[config.mk]
export PLATFORM = sky130hd
export DESIGN_NAME = tx_pause_sched
export DESIGN_NICKNAME = d
export VERILOG_FILES = /design/src/rtl/nfmac10g_pkg.sv /design/src/rtl/pause_frm_gen.sv /design/src/rtl/tx_pause_sched.sv
export SDC_FILE = /design/constraint.sdc
export NUM_CORES = 1
export LEC_CHECK = 0
export BUFFER_PORTS_ARGS = -buffer_cell sky130_fd_sc_hd__buf_4
export CAP_MARGIN = 10
export CORE_MARGIN = 5
export CORE_UTILIZATION = 37
export DETAILED_ROUTE_END_ITERATION = 12
export PLACE_DENSITY = 0.77
export SLEW_MARGIN = 20
export SYNTH_ARGS = -nofsm -noshare
export SYNTH_HDL_FRONTEND = slang
export SYNTH_SLANG_ARGS = --single-unit
[constraint.sdc]
create_clock -name clk -period 1.9 [get_ports clk]
set_input_delay 0.285 -clock clk [delete_from_list [all_inputs] [get_ports clk]]
set_output_delay 0.285 -clock clk [all_outputs]
set_load 0.05 [all_outputs]
[src/rtl/nfmac10g_pkg.sv]
// ============================================================================
// Module   : nfmac10g_pkg
// Brief    : Shared constants and state encoding for the nfmac10g tx path.
// Revision : 1.0
// ============================================================================
`default_nettype none

package nfmac10g_pkg;

    localparam logic [47:0] PAUSE_DA        = 48'h0180C2000001;
    localparam logic [15:0] ETYPE_MAC_CTRL  = 16'h8808;
    localparam logic [15:0] OPC_PAUSE       = 16'h0001;
    localparam int unsigned PAUSE_BEATS     = 8;
    localparam logic [7:0]  PAUSE_LAST_KEEP = 8'h0F;

    typedef enum logic [1:0] {
        IDLE   = 2'd0,
        CLIENT = 2'd1,
        PAUSE  = 2'd2
    } state_t;

endpackage

`default_nettype wire

[src/rtl/pause_frm_gen.sv]
// ============================================================================
// Module   : pause_frm_gen
// Brief    : Combinational 802.3x PAUSE frame beat builder (byte n on [8n+7:8n]).
// Revision : 1.0
// ============================================================================
`default_nettype none

module pause_frm_gen
    import nfmac10g_pkg::*;
(
    input  logic [2:0]  beat_i,
    input  logic [47:0] sa_i,
    input  logic [15:0] ptime_i,
    output logic [63:0] tdata_o,
    output logic [7:0]  tkeep_o,
    output logic        tlast_o
);

    localparam logic [2:0] LAST_BEAT = 3'(PAUSE_BEATS - 1);

    always_comb begin
        tdata_o = '0;
        tkeep_o = 8'hFF;
        tlast_o = 1'b0;
        case (beat_i)
            3'd0: tdata_o = {sa_i[39:32], sa_i[47:40],
                             PAUSE_DA[7:0], PAUSE_DA[15:8], PAUSE_DA[23:16],
                             PAUSE_DA[31:24], PAUSE_DA[39:32], PAUSE_DA[47:40]};
            3'd1: tdata_o = {OPC_PAUSE[7:0], OPC_PAUSE[15:8],
                             ETYPE_MAC_CTRL[7:0], ETYPE_MAC_CTRL[15:8],
                             sa_i[7:0], sa_i[15:8], sa_i[23:16], sa_i[31:24]};
            3'd2: tdata_o = {48'h0, ptime_i[7:0], ptime_i[15:8]};
            LAST_BEAT: begin
                // 60 bytes total; the datapath pads nothing and appends FCS
                tkeep_o = PAUSE_LAST_KEEP;
                tlast_o = 1'b1;
            end
            default: ;
        endcase
    end

endmodule

`default_nettype wire

[src/rtl/tx_pause_sched.sv]
// ============================================================================
// Module   : tx_pause_sched
// Brief    : Arbitrates client frames and generated PAUSE frames onto the tx
//            datapath on frame boundaries. Optional XON via PAUSE_XON_EN.
// Revision : 1.0
// ============================================================================
`default_nettype none

module tx_pause_sched
    import nfmac10g_pkg::*;
#(
    parameter int C_QUANTA_CYCLES = 8,
    parameter int C_TIMER_W       = 20
) (
    input  logic        clk,
    input  logic        rst,
    input  logic        pause_req,
    input  logic [15:0] pause_val,
    input  logic [47:0] cfg_station_macaddr,
    input  logic [63:0] s_axis_tdata,
    input  logic [7:0]  s_axis_tkeep,
    input  logic        s_axis_tvalid,
    output logic        s_axis_tready,
    input  logic        s_axis_tlast,
    input  logic        s_axis_tuser,
    output logic [63:0] m_axis_tdata,
    output logic [7:0]  m_axis_tkeep,
    output logic        m_axis_tvalid,
    input  logic        m_axis_tready,
    output logic        m_axis_tlast,
    output logic        m_axis_tuser,
    output logic        pause_sent
);

    localparam logic [2:0] LAST_BEAT = 3'(PAUSE_BEATS - 1);

    state_t               state_q;
    logic [2:0]           beat_q;
    logic [15:0]          ptime_q;
    logic                 pend_q, pend_d;
    logic                 pause_req_q;
    logic [C_TIMER_W-1:0] timer_q, timer_d;
    logic [C_TIMER_W-1:0] w_load;
    logic                 w_rise, w_expire, w_set, w_pause_sent, w_reload;
    logic [63:0]          w_gen_tdata;
    logic [7:0]           w_gen_tkeep;
    logic                 w_gen_tlast;
`ifdef PAUSE_XON_EN
    logic                 w_fall, xon_q, xon_d, frame_xon_q;
`endif

    pause_frm_gen u_frm_gen (
        .beat_i  (beat_q),
        .sa_i    (cfg_station_macaddr),
        .ptime_i (ptime_q),
        .tdata_o (w_gen_tdata),
        .tkeep_o (w_gen_tkeep),
        .tlast_o (w_gen_tlast)
    );

    always_comb begin
        w_rise       = pause_req & ~pause_req_q;
        w_expire     = pause_req & (timer_q == C_TIMER_W'(1));
        w_pause_sent = (state_q == PAUSE) & (beat_q == LAST_BEAT) & m_axis_tready;
`ifdef PAUSE_XON_EN
        w_fall   = ~pause_req & pause_req_q;
        w_set    = w_rise | w_expire | w_fall;
        w_reload = w_pause_sent & ~frame_xon_q;
        // A later rising edge supersedes a pending XON; the flag is consumed at frame start
        xon_d = xon_q;
        if (w_fall)
            xon_d = 1'b1;
        else if (w_rise)
            xon_d = 1'b0;
        else if ((state_q == IDLE) && pend_q)
            xon_d = 1'b0;
`else
        w_set    = w_rise | w_expire;
        w_reload = w_pause_sent;
`endif
        pend_d = w_set | (pend_q & ~w_pause_sent);
        w_load = C_TIMER_W'(ptime_q) * C_TIMER_W'(C_QUANTA_CYCLES / 2);

        timer_d = timer_q;
        if (!pause_req)
            timer_d = '0;
        else if (w_reload)
            timer_d = w_load;
        else if (timer_q != '0)
            timer_d = timer_q - C_TIMER_W'(1);
    end

    always_ff @(posedge clk) begin
        if (rst) begin
            state_q     <= IDLE;
            beat_q      <= '0;
            ptime_q     <= '0;
            pend_q      <= 1'b0;
            pause_req_q <= 1'b0;
            timer_q     <= '0;
`ifdef PAUSE_XON_EN
            xon_q       <= 1'b0;
            frame_xon_q <= 1'b0;
`endif
        end else begin
            pend_q      <= pend_d;
            pause_req_q <= pause_req;
            timer_q     <= timer_d;
`ifdef PAUSE_XON_EN
            xon_q       <= xon_d;
`endif
            case (state_q)
                IDLE: begin
                    beat_q <= '0;
                    if (pend_q) begin
                        state_q <= PAUSE;
`ifdef PAUSE_XON_EN
                        ptime_q     <= xon_q ? 16'h0000 : pause_val;
                        frame_xon_q <= xon_q;
`else
                        ptime_q     <= pause_val;
`endif
                    end else if (s_axis_tvalid) begin
                        state_q <= CLIENT;
                    end
                end
                CLIENT: begin
                    if (s_axis_tvalid && m_axis_tready && s_axis_tlast)
                        state_q <= IDLE;
                end
                PAUSE: begin
                    if (m_axis_tready) begin
                        beat_q <= beat_q + 3'd1;
                        if (beat_q == LAST_BEAT)
                            state_q <= IDLE;
                    end
                end
                default: state_q <= IDLE;
            endcase
        end
    end

    // CLIENT is a pure passthrough so no latency is added to client frames
    always_comb begin
        m_axis_tdata  = '0;
        m_axis_tkeep  = '0;
        m_axis_tvalid = 1'b0;
        m_axis_tlast  = 1'b0;
        m_axis_tuser  = 1'b0;
        s_axis_tready = 1'b0;
        case (state_q)
            CLIENT: begin
                m_axis_tdata  = s_axis_tdata;
                m_axis_tkeep  = s_axis_tkeep;
                m_axis_tvalid = s_axis_tvalid;
                m_axis_tlast  = s_axis_tlast;
                m_axis_tuser  = s_axis_tuser;
                s_axis_tready = m_axis_tready;
            end
            PAUSE: begin
                m_axis_tdata  = w_gen_tdata;
                m_axis_tkeep  = w_gen_tkeep;
                m_axis_tvalid = 1'b1;
                m_axis_tlast  = w_gen_tlast;
            end
            default: ;
        endcase
    end

    assign pause_sent = w_pause_sent;

endmodule

`default_nettype wire

==> impl_metrics.env <==
export IMPL_start_kind="register"
export IMPL_dr_wl_met3_mm=1.17
export IMPL_crit_path_top_delay_cell="dfxtp_2"
export IMPL_crit_top_cell="buf_6"
export IMPL_grt_first_pass_wirelength_mm=23.1
export IMPL_ant_nets=0
export IMPL_setup_ws_ns=-0.367
export IMPL_period_share_pct=119
export IMPL_dp_hpwl_mm=11.6
export IMPL_path_clk_slew_ns=0.08
export IMPL_hold_viol_final=0
export IMPL_track_usage_pct=29.3
export IMPL_tightest_slew_ns=0.548
export IMPL_design_area_um2=6100
export IMPL_rows=32
export IMPL_synth_area_um2=2980
export IMPL_drt_total_wl_mm=16.7
export IMPL_dp_slack_ns=-0.491
export IMPL_synth_top_family_by_area="compound AO/OA/AOI/OAI gates"
export IMPL_intPower_mw=3.16
export IMPL_grt_pass1_vias=4176
export IMPL_drt_initial_drc_count=294
export IMPL_fillers=490
export IMPL_cp_startpoint="state_q[0]"
export IMPL_finalPower_mw=5.89
export IMPL_critical_path_class="register to output pin"
export IMPL_switching_share_pct=46.4
export IMPL_dp_cells=727
export IMPL_dominantRegCellSynth="dfxtp_1"
export IMPL_core_area_um2=7810
export IMPL_slew_headroom_pct=63.4
export IMPL_yosys_cell_types_count=48
export IMPL_cts_buffers_inserted=5
export IMPL_die_h_um=99.8
export IMPL_fin_tns_setup_ns=-17.69
export IMPL_muxShareOfSynthArea_pct=0.336
export IMPL_synth_cells=402
export IMPL_finish_utilization_pct=78.1
export IMPL_timing_rr_start="timer_q[2]"
export IMPL_ys_warnings_count=0
export IMPL_wl_per_cell_um=22.4
export IMPL_clock_path_buffers=2
export IMPL_power_leakage_nw=2.80
export IMPL_instances_no_fill=747
export IMPL_ys_ff_latch=43
export IMPL_comb_power_share_pct=66.7
export IMPL_met2_length_mm=8.64
export IMPL_drt_pass1_iter_count=5
export IMPL_cts_tree="built"
export IMPL_min_delay_start="pause_val[2]"
export IMPL_ys_seq_area_share_pct=28.9
export IMPL_cts_root_buf="clkbuf_8"
export IMPL_num_vias=4268
export IMPL_antenna_found_initial=0
export IMPL_p_sw_mw=2.73
export IMPL_start_util_pct=38.2
export IMPL_cts_max_level=2
export IMPL_synth_simple_area_share_pct=27.0
export IMPL_dr_max_layer_used="met4"
export IMPL_fmax_mhz=441
export IMPL_hold_path_class="input pin to register"
export IMPL_synth_compound_area_share_pct=29.4
export IMPL_cap_violations=0
export IMPL_cp_end_kind="output pin"
export IMPL_area_growth_pct=104
export IMPL_avgSynthCellArea_um2=7.42
export IMPL_nets=798
export IMPL_wl_met1_mm=6.03
export IMPL_clk_latency_ns=0.29
export IMPL_whs_ns=0.232
export IMPL_synth_edf_count=0
export IMPL_seqPwrFrac_pct=23.7
export IMPL_timing_final_max_slew_violations=0
export IMPL_power_density_nw_per_um2=966
export IMPL_worstPathRequired_ns=1.62
export IMPL_numPortBuffers=219
export IMPL_status="finished with violations"
export IMPL_grt_max_degree=28
export IMPL_overflow=0
export IMPL_syn_nets=556
export IMPL_yosys_area_share_xor_xnor_pct=4.41
export IMPL_drive_gt1_share_pct=56.1
export IMPL_period_needed_ns=2.27
export IMPL_crit_fanout=15
export IMPL_synth_fa_ha_area_share_pct=4.62
export IMPL_grt_setup_unrepaired="true"
export IMPL_finalSetupViolCount=62
export IMPL_cts_sinks=43
export IMPL_p_clk_share_pct=9.6
export IMPL_antennaDiodeCount=0
export IMPL_ir_drop_uv=1380
export IMPL_critPathMaxStageDelay_ns=0.35
export IMPL_failed_checks="setup timing"
export IMPL_fp_dieW_um=99.8
export IMPL_vias_per_cell=5.71
export IMPL_io_pins=220
export IMPL_drc_errors=0
export IMPL_placed_cell_area_um2=5320
export IMPL_synth_async_reset_ratio_pct=0
export IMPL_critPathArrivalTime_ns=1.98
export IMPL_path_cells="inv_2 > ha_4 > buf_6 > and2_4 > buf_12 > nand2_1 > o21ai_4 > buf_6"
export IMPL_dieArea_um2=9950
export IMPL_fin_skew_ns=0.00792
export IMPL_place_congestion=0.937
-- flip-flops by register name, indices dropped and copies added, names as in the netlist --
name	count
pause_req_q	1
beat_q	3
state_q	2
timer_q	20
pend_q	1
ptime_q	16
-- worst max-delay path: cells and delay by family, from the launching register on --
kind,cells,cell delay (ns)
compound gates,1,0.11
simple gates,2,0.41
buf+inv,4,0.54
flops,1,0.35
fa+ha+maj,1,0.28
-- repair_timing --
action                     in CTS  in global routing
hold buffers                    0                  0
pin swaps                       7                  7
buffers inserted                7                  0
cloned                          2                  3
setup endpoints to repair      65                 78
resized for setup             110                 30
-- synth_stat cells, types with 3 or more instances --
library cell,number,share of area [%]
a21oi_1,27,4.5
nand2_1,90,11
buf_2,6,1.0
nand4b_1,3,0.88
nand2b_1,3,0.63
a21o_1,7,1.8
nor3b_1,3,0.76
xor2_1,13,3.8
nor2b_1,3,0.63
ha_1,11,4.6
nor4_1,3,0.63
dfxtp_1,43,29
nor2_1,9,1.1
a22o_1,28,8.2
and3_1,13,2.7
inv_1,11,1.4
clkbuf_1,23,2.9
nand3_1,5,0.84
nor3_1,7,1.2
o211ai_1,3,0.76
o21ai_0,26,4.4
o21ai_1,7,1.2
nand4_1,6,1.3
a22oi_1,17,4.3
and2_1,4,0.84
-- layer usage --
metal  vias up  track usage (%)
met5         -                0
met4         0             10.2
met3        59             5.07
met2       215             54.5
met1      2052             33.3
li1       1942                -
-- path summary, 6_finish.rpt --
kind,end,slack [ns],depth (start not counted)
hold / removal,ptime_q[2],0.23,3
hold reg to reg,pend_q,0.43,1
setup / recovery,m_axis_tdata[11],-0.37,8
setup reg to reg,timer_q[18],0.16,5
-- kinds of logic after synthesis --
family                   after synthesis
AO/OA/AOI/OAI                        130
XOR/XNOR                              15
adder cells (fa/ha/maj)               11
buffers and inverters                 41
flip-flops                            43
multiplexers                           1
AND/OR/NAND/NOR                      161
-- power groups by stage --
stage               combinational [mW]  sequential (mW)  clock [mW]
floorplan                         2.54             1.35           0
global placement                  3.49             1.39           0
detailed placement                3.61             1.40           0
CTS                               3.76             1.39       0.575
global route                      4.23             1.43       0.623
finish                            3.93             1.39       0.565
-- cell usage in the layout (no fill, tap or decap), types with 3 or more instances in the layout --
cell / n
buf_4: 184
nand2_1: 83
buf_6: 43
dfxtp_1: 38
buf_8: 27
a21oi_1: 25
a22o_4: 20
a22oi_1: 17
and3_1: 13
xor2_1: 13
o21ai_4: 12
nor2_1: 9
inv_1: 8
a22o_2: 8
ha_1: 8
buf_12: 8
o21ai_2: 7
o21ai_0: 7
nor3_1: 7
o21ai_1: 7
a21o_4: 6
nand4_1: 6
nand2_2: 5
dfxtp_2: 5
clkbuf_8: 5
inv_2: 3
nor2b_4: 3
and2_1: 3
nand4b_1: 3
nand2b_1: 3
nor4_1: 3
nor3b_1: 3
nand3_1: 3
o211ai_1: 3
-- cell type report --
class | count | area, um^2 | area share (%)
sequential | 43 | 867 | 14.2
clock inverter | 2 | 12.5 | 0.205
tap | 102 | 128 | 2.09
multi-input combinational | 318 | 2490 | 40.8
timing repair buffer | 265 | 2490 | 40.8
inverter | 11 | 41.3 | 0.677
clock buffer | 6 | 72.6 | 1.19
Note: power is estimated with default switching activity, not from simulation.
